--- src/rtl/mnist_pkg.sv ---
`default_nettype none
// ============================================================================
// Module      : mnist_pkg
// Description : Shared sizes, score type and FSM state encoding for the
//               MNIST argmax classification back-end.
// Revision    : 1.0 - initial release
// ============================================================================
package mnist_pkg;

    localparam int N         = 8;   // bit width of one class score
    localparam int NUM_CLASS = 10;  // number of class scores per vector
    localparam int IDX_W     = 4;   // class index width (2**IDX_W >= NUM_CLASS)

    typedef logic signed [N-1:0] score_t;

    typedef enum logic [1:0] {
        IDLE = 2'd0,
        SCAN = 2'd1,
        DONE = 2'd2
    } state_t;

endpackage : mnist_pkg
`default_nettype wire

--- src/rtl/mnist_argmax_if.sv ---
`default_nettype none
// ============================================================================
// Module      : mnist_argmax_if
// Description : Score-vector input and classification result bundle for
//               mnist_argmax. The class_margin member exists only when
//               MNIST_ARGMAX_MARGIN_EN is defined.
// Revision    : 1.0 - initial release
// ============================================================================
interface mnist_argmax_if;
    import mnist_pkg::*;

    logic                   ce;
    logic                   din_vld;
    logic [NUM_CLASS*N-1:0] din;
    logic                   din_end;
    logic                   busy;
    logic                   class_vld;
    logic [IDX_W-1:0]       class_idx;
    score_t                 class_score;
    logic                   class_last;
    logic                   overrun;
`ifdef MNIST_ARGMAX_MARGIN_EN
    logic [N:0]             class_margin;
`endif

    // Upstream side: supplies vectors and clock enable, observes results
    modport master (
        output ce, din_vld, din, din_end,
        input  busy, class_vld, class_idx, class_score, class_last, overrun
`ifdef MNIST_ARGMAX_MARGIN_EN
        , input class_margin
`endif
    );

    // Argmax side
    modport slave (
        input  ce, din_vld, din, din_end,
        output busy, class_vld, class_idx, class_score, class_last, overrun
`ifdef MNIST_ARGMAX_MARGIN_EN
        , output class_margin
`endif
    );

endinterface : mnist_argmax_if
`default_nettype wire

--- src/rtl/mnist_argmax_cmp.sv ---
`default_nettype none
// ============================================================================
// Module      : mnist_argmax_cmp
// Description : Combinational signed compare-and-select of two (score, idx)
//               pairs. The challenger b wins only when strictly greater, so
//               ties keep the incumbent a.
// Revision    : 1.0 - initial release
// ============================================================================
module mnist_argmax_cmp
    import mnist_pkg::*;
(
    input  score_t           a_score,
    input  logic [IDX_W-1:0] a_idx,
    input  score_t           b_score,
    input  logic [IDX_W-1:0] b_idx,
    output score_t           sel_score,
    output logic [IDX_W-1:0] sel_idx
);
    logic w_b_wins;

    // Both operands are signed, so this is a two's complement compare
    assign w_b_wins  = (b_score > a_score);
    assign sel_score = w_b_wins ? b_score : a_score;
    assign sel_idx   = w_b_wins ? b_idx   : a_idx;

endmodule : mnist_argmax_cmp
`default_nettype wire

--- src/rtl/mnist_argmax.sv ---
`default_nettype none
// ============================================================================
// Module      : mnist_argmax
// Description : Serial argmax over a NUM_CLASS-entry signed score vector.
//               One class is compared per enabled cycle; the winning index,
//               score and end tag are presented with a one-cycle class_vld.
//               Optional feature macro: MNIST_ARGMAX_MARGIN_EN adds
//               class_margin = best score - runner-up score.
// Revision    : 1.0 - initial release
// ============================================================================
module mnist_argmax
    import mnist_pkg::*;
(
    input  logic          clk,
    input  logic          rst,
    mnist_argmax_if.slave bus
);
    state_t                 r_state;
    state_t                 w_next;
    score_t [NUM_CLASS-1:0] r_vec;
    logic                   r_end;
    logic [IDX_W-1:0]       r_cnt;
    score_t                 r_best_score;
    logic [IDX_W-1:0]       r_best_idx;
    logic [IDX_W-1:0]       r_class_idx;
    score_t                 r_class_score;
    logic                   r_class_last;
    logic                   r_overrun;

    score_t                 w_cand;
    score_t                 w_sel_score;
    logic [IDX_W-1:0]       w_sel_idx;
    logic                   w_last;

    assign w_cand = r_vec[r_cnt];
    assign w_last = (r_cnt == IDX_W'(NUM_CLASS - 1));

    mnist_argmax_cmp u_cmp_best (
        .a_score   (r_best_score),
        .a_idx     (r_best_idx),
        .b_score   (w_cand),
        .b_idx     (r_cnt),
        .sel_score (w_sel_score),
        .sel_idx   (w_sel_idx)
    );

    // FSM state register
    always_ff @(posedge clk or posedge rst) begin
        if (rst) begin
            r_state <= IDLE;
        end else if (bus.ce) begin
            r_state <= w_next;
        end
    end

    // FSM next state; a single-class vector needs no scan at all
    always_comb begin
        w_next = r_state;
        case (r_state)
            IDLE:    if (bus.din_vld) w_next = (NUM_CLASS == 1) ? DONE : SCAN;
            SCAN:    if (w_last)      w_next = DONE;
            DONE:    w_next = IDLE;
            default: w_next = IDLE;
        endcase
    end

    // Vector capture, running maximum, published result and overrun flag
    always_ff @(posedge clk or posedge rst) begin
        if (rst) begin
            r_vec         <= '0;
            r_end         <= 1'b0;
            r_cnt         <= '0;
            r_best_score  <= '0;
            r_best_idx    <= '0;
            r_class_idx   <= '0;
            r_class_score <= '0;
            r_class_last  <= 1'b0;
            r_overrun     <= 1'b0;
        end else if (bus.ce) begin
            // Vectors arriving outside IDLE are dropped and flagged
            if ((r_state != IDLE) && bus.din_vld) begin
                r_overrun <= 1'b1;
            end
            case (r_state)
                IDLE: begin
                    if (bus.din_vld) begin
                        r_vec        <= bus.din;
                        r_end        <= bus.din_end;
                        r_best_score <= score_t'(bus.din[N-1:0]);
                        r_best_idx   <= '0;
                        r_cnt        <= IDX_W'(1);
                        if (NUM_CLASS == 1) begin
                            r_class_idx   <= '0;
                            r_class_score <= score_t'(bus.din[N-1:0]);
                            r_class_last  <= bus.din_end;
                        end
                    end
                end
                SCAN: begin
                    r_best_score <= w_sel_score;
                    r_best_idx   <= w_sel_idx;
                    r_cnt        <= r_cnt + IDX_W'(1);
                    if (w_last) begin
                        r_class_idx   <= w_sel_idx;
                        r_class_score <= w_sel_score;
                        r_class_last  <= r_end;
                    end
                end
                default: ;
            endcase
        end
    end

`ifdef MNIST_ARGMAX_MARGIN_EN
    score_t           r_second;
    logic [N:0]       r_class_margin;
    score_t           w_sec_score;
    logic [IDX_W-1:0] w_sec_idx;
    score_t           w_new_second;
    logic [N:0]       w_margin;

    // Runner-up candidate: ties with the runner-up do not matter, but a
    // candidate equal to the best still beats any lower runner-up
    mnist_argmax_cmp u_cmp_second (
        .a_score   (r_second),
        .a_idx     (r_best_idx),
        .b_score   (w_cand),
        .b_idx     (r_cnt),
        .sel_score (w_sec_score),
        .sel_idx   (w_sec_idx)
    );

    // A new best demotes the old best to runner-up
    assign w_new_second = (w_sel_idx == r_cnt) ? r_best_score : w_sec_score;
    assign w_margin     = {w_sel_score[N-1], w_sel_score}
                        - {w_new_second[N-1], w_new_second};

    // Runner-up tracking and margin publication
    always_ff @(posedge clk or posedge rst) begin
        if (rst) begin
            r_second       <= '0;
            r_class_margin <= '0;
        end else if (bus.ce) begin
            case (r_state)
                IDLE: begin
                    if (bus.din_vld) begin
                        r_second <= {1'b1, {(N-1){1'b0}}};
                        if (NUM_CLASS == 1) begin
                            r_class_margin <= '0;
                        end
                    end
                end
                SCAN: begin
                    r_second <= w_new_second;
                    if (w_last) begin
                        r_class_margin <= w_margin;
                    end
                end
                default: ;
            endcase
        end
    end

    assign bus.class_margin = r_class_margin;
`endif

    assign bus.busy        = (r_state == SCAN);
    assign bus.class_vld   = (r_state == DONE);
    assign bus.class_idx   = r_class_idx;
    assign bus.class_score = r_class_score;
    assign bus.class_last  = r_class_last;
    assign bus.overrun     = r_overrun;

endmodule : mnist_argmax
`default_nettype wire
--- src/flat_wrapper.sv ---
// flat-port wrapper written by rule: the top's interface ports become plain ports
module mnist_argmax_flat import mnist_pkg::*;
  (clk, rst, bus_ce, bus_din_vld, bus_din, bus_din_end, bus_busy, bus_class_vld, bus_class_idx, bus_class_score, bus_class_last, bus_overrun);
  mnist_argmax_if bus_i ();
  input  logic clk;
  input  logic rst;
  input wire logic [$bits(bus_i.ce)-1:0] bus_ce;
  input wire logic [$bits(bus_i.din_vld)-1:0] bus_din_vld;
  input wire logic [$bits(bus_i.din)-1:0] bus_din;
  input wire logic [$bits(bus_i.din_end)-1:0] bus_din_end;
  output wire logic [$bits(bus_i.busy)-1:0] bus_busy;
  output wire logic [$bits(bus_i.class_vld)-1:0] bus_class_vld;
  output wire logic [$bits(bus_i.class_idx)-1:0] bus_class_idx;
  output wire logic [$bits(bus_i.class_score)-1:0] bus_class_score;
  output wire logic [$bits(bus_i.class_last)-1:0] bus_class_last;
  output wire logic [$bits(bus_i.overrun)-1:0] bus_overrun;
  assign bus_i.ce = bus_ce;
  assign bus_i.din_vld = bus_din_vld;
  assign bus_i.din = bus_din;
  assign bus_i.din_end = bus_din_end;
  assign bus_busy = bus_i.busy;
  assign bus_class_vld = bus_i.class_vld;
  assign bus_class_idx = bus_i.class_idx;
  assign bus_class_score = bus_i.class_score;
  assign bus_class_last = bus_i.class_last;
  assign bus_overrun = bus_i.overrun;
  mnist_argmax u_core (.clk(clk), .rst(rst), .bus(bus_i));
endmodule
--- config.mk ---
export PLATFORM = sky130hd
export DESIGN_NAME = mnist_argmax_flat
export DESIGN_NICKNAME = d
export VERILOG_FILES = /design/src/rtl/mnist_pkg.sv /design/src/rtl/mnist_argmax_if.sv /design/src/rtl/mnist_argmax_cmp.sv /design/src/rtl/mnist_argmax.sv /design/src/flat_wrapper.sv
export SDC_FILE = /design/constraint.sdc
export NUM_CORES = 1
export LEC_CHECK = 0
export ABC_AREA = 1
export CAP_MARGIN = 20
export CORE_MARGIN = 4
export CORE_UTILIZATION = 40
export CTS_CLUSTER_SIZE = 12
export DETAILED_ROUTE_END_ITERATION = 7
export DONT_BUFFER_PORTS = 1
export HOLD_SLACK_MARGIN = 0.05
export PLACE_DENSITY_LB_ADDON = 0.3
export SLEW_MARGIN = 10
export SYNTH_ARGS = -nofsm -noshare
export SYNTH_HDL_FRONTEND = slang
export SYNTH_SLANG_ARGS = --single-unit
--- constraint.sdc ---
create_clock -name clk -period 7.39 [get_ports clk]
set_input_delay 0.3695 -clock clk [delete_from_list [all_inputs] [get_ports clk]]
set_output_delay 0.3695 -clock clk [all_outputs]
set_load 0.03 [all_outputs]
==> results of run 1 <==
-- per-layer routing --
metal / vias to the layer above / part of all wire [%]
li1: 2377 / -
met1: 2171 / 45
met2: 131 / 47
met3: 23 / 5.6
met4: 0 / 2.4
met5: - / 0
-- cell usage in the layout (no fill, tap or decap), drive strengths merged, types with 8 or more instances in the layout --
cell type  netlist  routed
nand3           52      52
o21ai           66      66
o211ai           8       8
nor2            55      55
inv             83      84
nand2          331     331
clkbuf          10      20
a21oi           13      13
dfrtp          113     113
ha              10      10
-- final timing paths --
kind / slack, ns / to / from
max in group asynchronous: 5.53 / u_core.r_cnt[0] / rst
worst min register to register: 0.47 / u_core.r_vec[35] / u_core.r_vec[35]
worst min-delay path: 0.07 / u_core.r_vec[54] / bus_din[54]
min in group asynchronous: 0.54 / u_core.r_end / rst
worst max register to register: 3.92 / u_core.r_best_idx[2] / u_core.r_cnt[0]
worst max-delay path: 3.92 / u_core.r_best_idx[2] / u_core.r_cnt[0]
-- layout make-up --
class,instances,area (µm²)
well taps,184,230
inverters,83,314
multi-input cells,542,2520
fillers,1511,7900
repair buffers,7,60.1
clock buffers,20,467
flip-flops and latches,113,2830
clock inverters,12,156
-- what timing repair did --
item,CTS,global route
buffers inserted,0,0
setup endpoints to repair,0,0
hold endpoints to repair,53,0
hold buffers,3,0
-- worst max-delay path: stages, from the launching register on --
cell	delay, ns
dfrtp_2	0.33
buf_4	0.54
inv_1	0.38
nand2_1	0.13
nand3_1	0.07
nand3_1	0.10
nand3_1	0.09
nand2_1	0.11
ha_1	0.30
a21o_1	0.22
nor2_2	0.15
nand2_1	0.10
nand2_2	0.08
nand3_4	0.32
o211ai_1	0.30
nand2_1	0.09
-- flip-flops by register name, indices dropped and copies added, names as in the netlist --
name and flops:
u_core.bus.class_score 8, u_core.r_best_idx 4, u_core.bus.class_idx 4, u_core.r_state 2, u_core.r_vec 80, u_core.bus.overrun 1
u_core.bus.class_last 1, u_core.r_cnt 4, u_core.r_end 1, u_core.r_best_score 8
-- logic make-up (layout without fill, tap and decap cells) --
logic type | count (synthesis) | count (layout) | synth area share [%]
simple gates | 441 | 441 | 32.3
buf+inv | 122 | 122 | 9.23
flops | 113 | 113 | 48.0
compound gates | 91 | 91 | 8.29
fa+ha+maj | 10 | 10 | 2.13
-- report_power, final --
group          switching, mW  leakage [nW]  internal (mW)  total (mW)
clock network          0.298         0.295          0.557       0.855
registers              0.215          1.42          0.899        1.11
logic                   1.22          1.71          0.565        1.78
total                   1.73          3.42           2.02        3.75
-- through the flow --
step	cells	power [mW]	setup WS [ns]	util, %
2_1_floorplan	777	2.66	4.03	-
3_3_place_gp	926	2.90	3.97	40.9
3_5_place_dp	926	2.92	3.91	40.9
4_1_cts	961	3.80	3.88	45.4
5_1_grt	961	4.10	3.56	45.4
6_report	961	3.75	3.92	45.4
==> summary.txt, run 1 <==
Run status
  • Outcome: finished, final reports clean

STA
  • RSZ-0062 raised after global routing: false
  • Worst-Margin Slew: 1.03 ns
  • Setup-failing EPs final: 0
  • Clock period minus final worst setup slack: roughly 3.5 ns
  • Hold WS: between 0.06 and 0.07 ns
  • Final hold violation count: 0
  • Relative slew slack: 31.5%
  • Period utilisation layout: about 47%
  • Fmax: approximately 290 MHz
  • Fin Clk Skew: 0.0123 ns
  • Setup TNS: 0 ns
  • Slew Limit Fails: 0

Route
  • Routed len/inst: approximately 15 µm
  • Drt initial violations: between 300 and 400
  • Routed vias: between 4000 and 5000
  • DRT antenna net count: 0
  • # DRC: 0
  • DRT Pass-1 Iters: 4
  • Routed wire length: 14600 µm
  • Drt via density: between 4 and 5

Floorplanning
  • Num rows: 44
  • Die W: around 130 µm
  • Core area: between 0.01 and 0.015 mm²
  • Starting Density: approximately two fifths
  • Ports: just over 100
  • Die area: around 0.017 mm²
  • Die height: between 100 and 150 µm

Synthesis
  • Post-synthesis sequential area ratio: around 48%
  • Share of the synthesized area in the top cell type: roughly half
  • Syn Area/Cell: around 7.6 µm²
  • Most frequent cell after synthesis: nand2_1
  • Top FF cell, synth: dfrtp_1
  • Synth area leader: dfrtp_1
  • Mapped Area: 0.00589 mm²
  • Post-synth EDFFs: 0
  • Synthesis warning total: 0
  • Top cells by area, synth: dfrtp_1, nand2_1, o21ai_0
  • Unique cell type count in the Yosys netlist: 30
  • Syn Inst Count: between 700 and 800
  • Syn_nets: roughly 870
  • Asr flop ratio synth: between 90% and 100%
  • Yosys reg bits: between 100 and 150
  • Post-synth top cells: nand2_1, dfrtp_1, inv_1

Place
  • Gpl congestion: slightly above 0.8
  • Area after DPL: 0.00592 mm²
  • DPL Wire Length: 10100 µm
  • Port Buffers: 0

Global route
  • Met3 Use GR: between 5 and 6%
  • Largest net degree at the start of global routing: roughly 120
  • Most Crowded Layer GR: met2
  • Global route total overflow: 0
  • First-pass GRT wire length: 23900 µm
  • Initial antenna violation count: 0
  • Total GRT Usage: 18.6%
  • Met2 global-route usage: 28.7%
  • Number of global-route vias before repair: roughly 4700
  • Met1 GRT Util: about a quarter

Min path
  • Hold Crit Class: input port to flip-flop
  • Hold Path Depth: 2

Clock tree
  • PostCTS Resize Cnt: 0
  • TritonCTS Buffers: 17
  • Clock sink total: between 100 and 150
  • Clock-pin slew on the worst setup and hold paths: ~0.060 ns
  • Root Buffer: clkbuf_16
  • Htree depth: 4
  • Worst-skew pair later-pin latency: ~0.42 ns
  • CTS tree: done
  • CTS max path bufs: 2

Finish
  • Antenna diodes: 0
  • Layout cells sized above 1: a little under a tenth
  • Synth-to-layout area growth: 11.7%
  • Final instance area: approximately 0.0066 mm²
  • NumNets Final: 859

Pwr
  • Pwr Density: 571 mW/mm²
  • Worst vdd ir: approximately 0.36 mV
  • Leakage: about 3.4 nW

Critical path
  • Worst Path Arrival: 3.75 ns
  • Kind of critical path: flip-flop to flip-flop
  • Startpoint Class: flip-flop
  • CP Data Required Time: roughly 7.7 ns
  • Worst Path Max Fanout: 76
  • R2R cell count: 15
  • Worst setup EP type: flip-flop

Flow run
  • Maxcap violations: 0
No activity file was read; power rests on OpenSTA's default activity.
==> run 2: changes to the inputs <==
- clock period: 7.39 -> 2.9 ns (I/O delays scaled with it)
==> summary.txt, run 2 (synthesis gave the netlist of run 1 again) <==
Clock tree
  • Worst-skew pair later-pin latency: 0.43 ns (was 0.42 ns)
  • Htree depth: 4 (unchanged)
  • Clock sink total: 113 (unchanged)
  • TritonCTS Buffers: 17 (unchanged)
  • Clock-pin slew on the worst setup and hold paths: 0.06 ns (about the same)
  • CTS tree: done (unchanged)
  • CTS max path bufs: 2 (unchanged)
  • Root Buffer: clkbuf_16 (unchanged)

Pwr
  • Worst vdd ir: 1.13 mV (was 0.358 mV)
  • Pwr Density: 1330 mW/mm² (was 571 mW/mm²)
  • Leakage: 3.83 nW (was 3.42 nW)

STA
  • Hold WS: 0.362 ns (was 0.0691 ns)
  • Worst-Margin Slew: 0.843 ns (was 1.03 ns)
  • Fin Clk Skew: 0.0171 ns (was 0.0123 ns)
  • Clock period minus final worst setup slack: 2.66 ns (was 3.47 ns)
  • Fmax: 376 MHz (was 289 MHz)
  • Relative slew slack: 43.7% (was 31.5%)
  • Period utilisation layout: 91.6% (was 46.9%)
  • Setup-failing EPs final: 0 (unchanged)
  • Slew Limit Fails: 0 (unchanged)
  • Final hold violation count: 0 (unchanged)

Global route
  • Number of global-route vias before repair: 5163 (was 4657)
  • First-pass GRT wire length: 26200 µm (was 23900 µm)
  • Global route total overflow: 0 (unchanged)
  • Total GRT Usage: 20.3% (was 18.6%)
  • Initial antenna violation count: 0 (unchanged)
  • Largest net degree at the start of global routing: 80 (was 121)

Route
  • DRT Pass-1 Iters: 4 (unchanged)
  • Routed wire length: 16000 µm (was 14600 µm)
  • Drt via density: 4.82 (was 4.89)
  • Routed vias: 5097 (was 4702)
  • Drt initial violations: 344 (was 306)
  • # DRC: 0 (unchanged)
  • DRT antenna net count: 0 (unchanged)
  • Routed len/inst: 15.1 µm (about the same)

Critical path
  • Critical Path Slowest Stage Cell: dfrtp_1 (was buf_4)
  • Max incr delay on CP: 0.66 ns (was 0.54 ns)
  • R2R cell count: 19 (was 15)
  • Worst setup EP type: flip-flop (unchanged)
  • Worst Path Max Fanout: 13 (was 76)
  • R2r startpoint: u_core.r_cnt[2] (was u_core.r_cnt[0])
  • Worst Path Arrival: 2.96 ns (was 3.75 ns)
  • Kind of critical path: flip-flop to flip-flop (unchanged)
  • CP Data Required Time: 3.20 ns (was 7.68 ns)
  • R2R Setup Slk: 0.24 ns (was 3.92 ns)
  • Most Frequent Cell on Critical Path: nand2_1 (unchanged)
  • Critical Path, Cell by Cell: inv_1, buf_4, nand3_1, nand3_1, nand2_1, ha_1, nand2_1, nand2_1, nand2_1, nand2_1, nand2_2, nand2_1, nand2_2, nand3_4, buf_6, nand2_4, nand2_1, nand2_1, nand2_1 (was buf_4, inv_1, nand2_1, nand3_1, nand3_1, nand3_1, nand2_1, ha_1, a21o_1, nor2_2, nand2_1, nand2_2, nand3_4, o211ai_1, nand2_1)
  • Startpoint Class: flip-flop (unchanged)
  • Worst r2r dst: u_core.bus.class_score[1] (was u_core.r_best_idx[2])

Finish
  • Fill cell count: 1365 (was 1511)
  • Antenna diodes: 0 (unchanged)
  • Most common cell after layout, fill and taps aside: nand2_1 (unchanged)
  • Final instance area: 0.00756 mm² (was 0.00658 mm²)
  • Most frequent cells in the layout: nand2_1, dfrtp_1, dlygate4sd3_1 (was nand2_1, dfrtp_1, inv_1)
  • Final std cells w/o fill: 1057 (was 961)
  • Synth-to-layout area growth: 28.4% (was 11.7%)
  • Layout cells sized above 1: 10.1% (was 9.27%)
  • Max FFs per register: 80 (unchanged)
  • Largest register by flop count: u_core.r_vec (unchanged)
  • Utilization after layout: 52.2% (was 45.4%)
  • NumNets Final: 955 (was 859)

Place
  • Port Buffers: 0 (unchanged)
  • Area after DPL: 0.00604 mm² (was 0.00592 mm²)
  • Dpl cells: 938 (was 926)
  • DPL Wire Length: 10500 µm (was 10100 µm)
  • Gpl congestion: 0.873 (was 0.823)

Min path
  • Hold Crit Class: input port to async pin (was input port to flip-flop)

Floorplanning
  • Die area: 0.0167 mm² (unchanged)
  • Die W: 129 µm (unchanged)
  • Starting Density: 40.6% (unchanged)
  • Die height: 129 µm (unchanged)
  • Core area: 0.0145 mm² (unchanged)
  • Num rows: 44 (unchanged)
  • Ports: 101 (unchanged)

Run status
  • Outcome: finished, final reports clean (unchanged)

Flow run
  • Maxcap violations: 0 (unchanged)
==> run 2: through the flow <==
step / power, mW / setup WS [ns] / TNS [ns]
after global placement: 7.57 / 0.214 / 0
after detailed placement: 7.65 / 0.143 / 0
after floorplan: 6.79 / 0.451 / 0
after CTS: 9.95 / 0.132 / 0
final: 10.1 / 0.244 / 0
after global routing: 11.0 / -0.0172 / -0.0172
==> run 2: layout make-up <==
cell class,instances,area (µm²),area share (%)
sequential,113,2830,37.4
multi-input combinational,542,2530,33.4
timing repair buffer,103,1040,13.7
clock buffer,20,457,6.04
inverter,83,319,4.22
tap,184,230,3.05
clock inverter,12,158,2.09
==> run 2: worst max-delay path, delay by kind of cell, from the launching register on <==
| kind | cells | cell delay [ns] |
|---|---|---|
| fa+ha+maj | 1 | 0.27 |
| buf+inv | 3 | 0.50 |
| flops | 1 | 0.66 |
| simple gates | 15 | 1.10 |
==> run 2: how the worst max path moves through the flow <==
stage,depth (start not counted),end,slack [ns],from
4_1_cts,15,u_core.r_best_idx[3],0.13,u_core.r_cnt[0]
3_3_place_gp,15,u_core.bus.class_idx[0],0.21,u_core.r_cnt[0]
5_1_grt,16,u_core.bus.class_idx[2],-0.02,u_core.r_cnt[0]
6_report,19,u_core.bus.class_score[1],0.24,u_core.r_cnt[2]
3_5_place_dp,15,u_core.r_best_idx[0],0.14,u_core.r_cnt[0]
2_1_floorplan,19,u_core.r_best_score[0],0.45,u_core.r_cnt[0]
==> run 2: repair_timing <==
item	4_1_cts	5_1_grt
hold buffers	84	0
resized for setup	0	6
endpoints found under the hold margin	128	0
setup buffers	0	2
setup endpoints to repair	0	24
==> run 2: per-layer routing <==
metal	track usage, %	vias to the layer above	wire length, µm
met5	0	-	0
met4	6.67	0	354
met3	5.61	31	770
met2	33.3	122	7670
met1	26.0	2374	7190
li1	-	2570	-
==> run 2: report_power, final <==
group	internal, mW	switching (mW)	total (mW)
registers	2.29	0.587	2.88
clock network	1.40	0.765	2.16
logic	1.82	3.23	5.05
total	5.51	4.58	10.1
==> run 3: changes to the inputs <==
- GPL_ROUTABILITY_DRIVEN: default -> 0
- clock period: 2.9 -> 2.6 ns (I/O delays scaled with it)
==> summary.txt, run 3 (synthesis gave the netlist of run 1 again) <==
Global route
  • Largest net degree at the start of global routing: 121 (was 80)
  • Number of global-route vias before repair: 5087 (was 5163)
  • First-pass GRT wire length: 25600 µm (was 26200 µm)
  • Initial antenna violation count: 0 (unchanged)
  • Total GRT Usage: 19.7% (was 20.3%)
  • Global route total overflow: 0 (unchanged)

Finish
  • Largest register by flop count: u_core.r_vec (unchanged)
  • Max FFs per register: 80 (unchanged)
  • Final instance area: 0.00812 mm² (was 0.00756 mm²)
  • Synth-to-layout area growth: 38.0% (was 28.4%)
  • Most frequent cells in the layout: nand2_1, dfrtp_1, dlygate4sd3_1 (unchanged)
  • Layout cells sized above 1: 19.5% (was 10.1%)
  • NumNets Final: 969 (was 955)
  • Most common cell after layout, fill and taps aside: nand2_1 (unchanged)
  • Antenna diodes: 0 (unchanged)

Clock tree
  • Worst-skew pair later-pin latency: 0.42 ns (was 0.43 ns)
  • CTS max path bufs: 2 (unchanged)
  • CTS tree: done (unchanged)
  • TritonCTS Buffers: 17 (unchanged)
  • Htree depth: 4 (unchanged)
  • Clock-pin slew on the worst setup and hold paths: 0.06 ns (about the same)
  • Clock sink total: 113 (unchanged)
  • Root Buffer: clkbuf_16 (unchanged)

STA
  • Worst-Margin Slew: 0.766 ns (was 0.843 ns)
  • Slew Limit Fails: 0 (unchanged)
  • Setup-failing EPs final: 1 (was 0)
  • Relative slew slack: 48.8% (was 43.7%)
  • RSZ-0062 raised after global routing: true
  • Fin Clk Skew: 0.00823 ns (was 0.0171 ns)
  • Hold WS: 0.361 ns (was 0.362 ns)
  • Clock period minus final worst setup slack: 2.61 ns (was 2.66 ns)
  • Final hold violation count: 0 (unchanged)
  • Fmax: 383 MHz (was 376 MHz)
  • Period utilisation layout: 100% (was 91.6%)
  • Final worst setup slack: -0.00848 ns (was 0.244 ns)
  • Setup TNS: -0.00848 ns (was 0 ns)

Pwr
  • Tot Pwr: 13.0 mW (was 10.1 mW)
  • Pwr Density: 1610 mW/mm² (was 1330 mW/mm²)
  • Worst vdd ir: 1.02 mV (was 1.13 mV)
  • Leakage: 4.01 nW (was 3.83 nW)

Critical path
  • Worst setup EP type: flip-flop (unchanged)
  • Worst Path Arrival: 2.91 ns (was 2.96 ns)
  • Worst Path Max Fanout: 8 (was 13)
  • CP Data Required Time: 2.90 ns (was 3.20 ns)
  • Kind of critical path: flip-flop to flip-flop (unchanged)
  • Startpoint Class: flip-flop (unchanged)

Route
  • # DRC: 0 (unchanged)
  • Routed vias: 5174 (was 5097)
  • Routed len/inst: 15.2 µm (was 15.1 µm)
  • DRT antenna net count: 0 (unchanged)
  • Routed wire length: 16300 µm (was 16000 µm)
  • Drt initial violations: 434 (was 344)
  • DRT Pass-1 Iters: 5 (was 4)
  • Drt via density: 4.83 (was 4.82)

Floorplanning
  • Ports: 101 (unchanged)
  • Num rows: 44 (unchanged)
  • Starting Density: 40.6% (unchanged)
  • Die height: 129 µm (unchanged)
  • Die area: 0.0167 mm² (unchanged)
  • Die W: 129 µm (unchanged)
  • Core area: 0.0145 mm² (unchanged)

Flow run
  • Maxcap violations: 0 (unchanged)

Min path
  • Hold Crit Class: input port to async pin (unchanged)

Place
  • Post-place setup slack: -0.0893 ns (was 0.143 ns)
  • Area after DPL: 0.00614 mm² (was 0.00604 mm²)
  • Port Buffers: 0 (unchanged)
  • DPL Wire Length: 10200 µm (was 10500 µm)

Run status
  • Failing checks: setup timing
  • Outcome: finished with violations (was finished, final reports clean)
## run 3: critical path: stages (launching register included)
cell and delay [ns]:
dfrtp_4 0.53, buf_4 0.19, nor2_1 0.12, nor2_1 0.05, nand2_1 0.09, nand3_2 0.08, nand3_2 0.10, nand2_4 0.07
ha_4 0.26, a21o_1 0.19, nor2_4 0.14, nand2_2 0.07, nand2_2 0.08, nand3_4 0.09, buf_12 0.17, nand2_4 0.07
nand3_2 0.07, nand2_1 0.07, nand2_1 0.05
## run 3: power breakdown
part	leakage, nW	total [mW]	internal [mW]	switching (mW)
combinational	2.30	7.37	2.99	4.38
clock	0.296	2.48	1.65	0.831
sequential	1.42	3.19	2.56	0.627
## run 3: final cells by class
class	count	area, µm²
timing repair buffer	116	1230
fill	1291	6360
tap	184	230
timing repair inverter	1	7.51
clock inverter	10	158
sequential	113	2830
multi-input combinational	542	2880
inverter	83	319
clock buffer	22	464
## run 3: final timing paths
| check | slack, ns | cells after the start | from | endpoint |
|---|---|---|---|---|
| setup / recovery | -0.008 | 18 | u_core.r_cnt[0] | u_core.r_best_score[3] |
| hold / removal | 0.36 | 3 | rst | u_core.bus.overrun |
| hold reg to reg | 0.47 | 2 | u_core.r_vec[77] | u_core.r_vec[77] |
| min in group clk | 0.36 | 3 | bus_din[75] | u_core.r_vec[75] |
| max in group asynchronous | 1.77 | 3 | rst | u_core.r_cnt[0] |
| setup reg to reg | -0.008 | 18 | u_core.r_cnt[0] | u_core.r_best_score[3] |
## run 3: through the flow
stage          util (%)  std cells
5_1_grt            56.1       1071
3_3_place_gp       42.4        945
6_report           56.1       1071
3_5_place_dp       42.4        945
2_1_floorplan         -        777
4_1_cts            52.7       1061
## run 3: layer usage
layer	up-vias	share of wire [%]	wire (µm)	GRT usage (%)
met5	-	0	0	0
met2	123	49	7910	31.7
li1	2604	-	-	-
met4	0	1.8	289	6.24
met3	22	4.4	724	4.86
met1	2425	45	7360	26.2
## run 3: timing repair
item | 4_1_cts | 5_1_grt
pin swaps | 0 | 27
hold buffers | 84 | 0
hold endpoints to repair | 206 | 0
setup endpoints to repair | 24 | 24
gates resized for setup | 7 | 92
buffers inserted | 0 | 5
cloned | 0 | 5
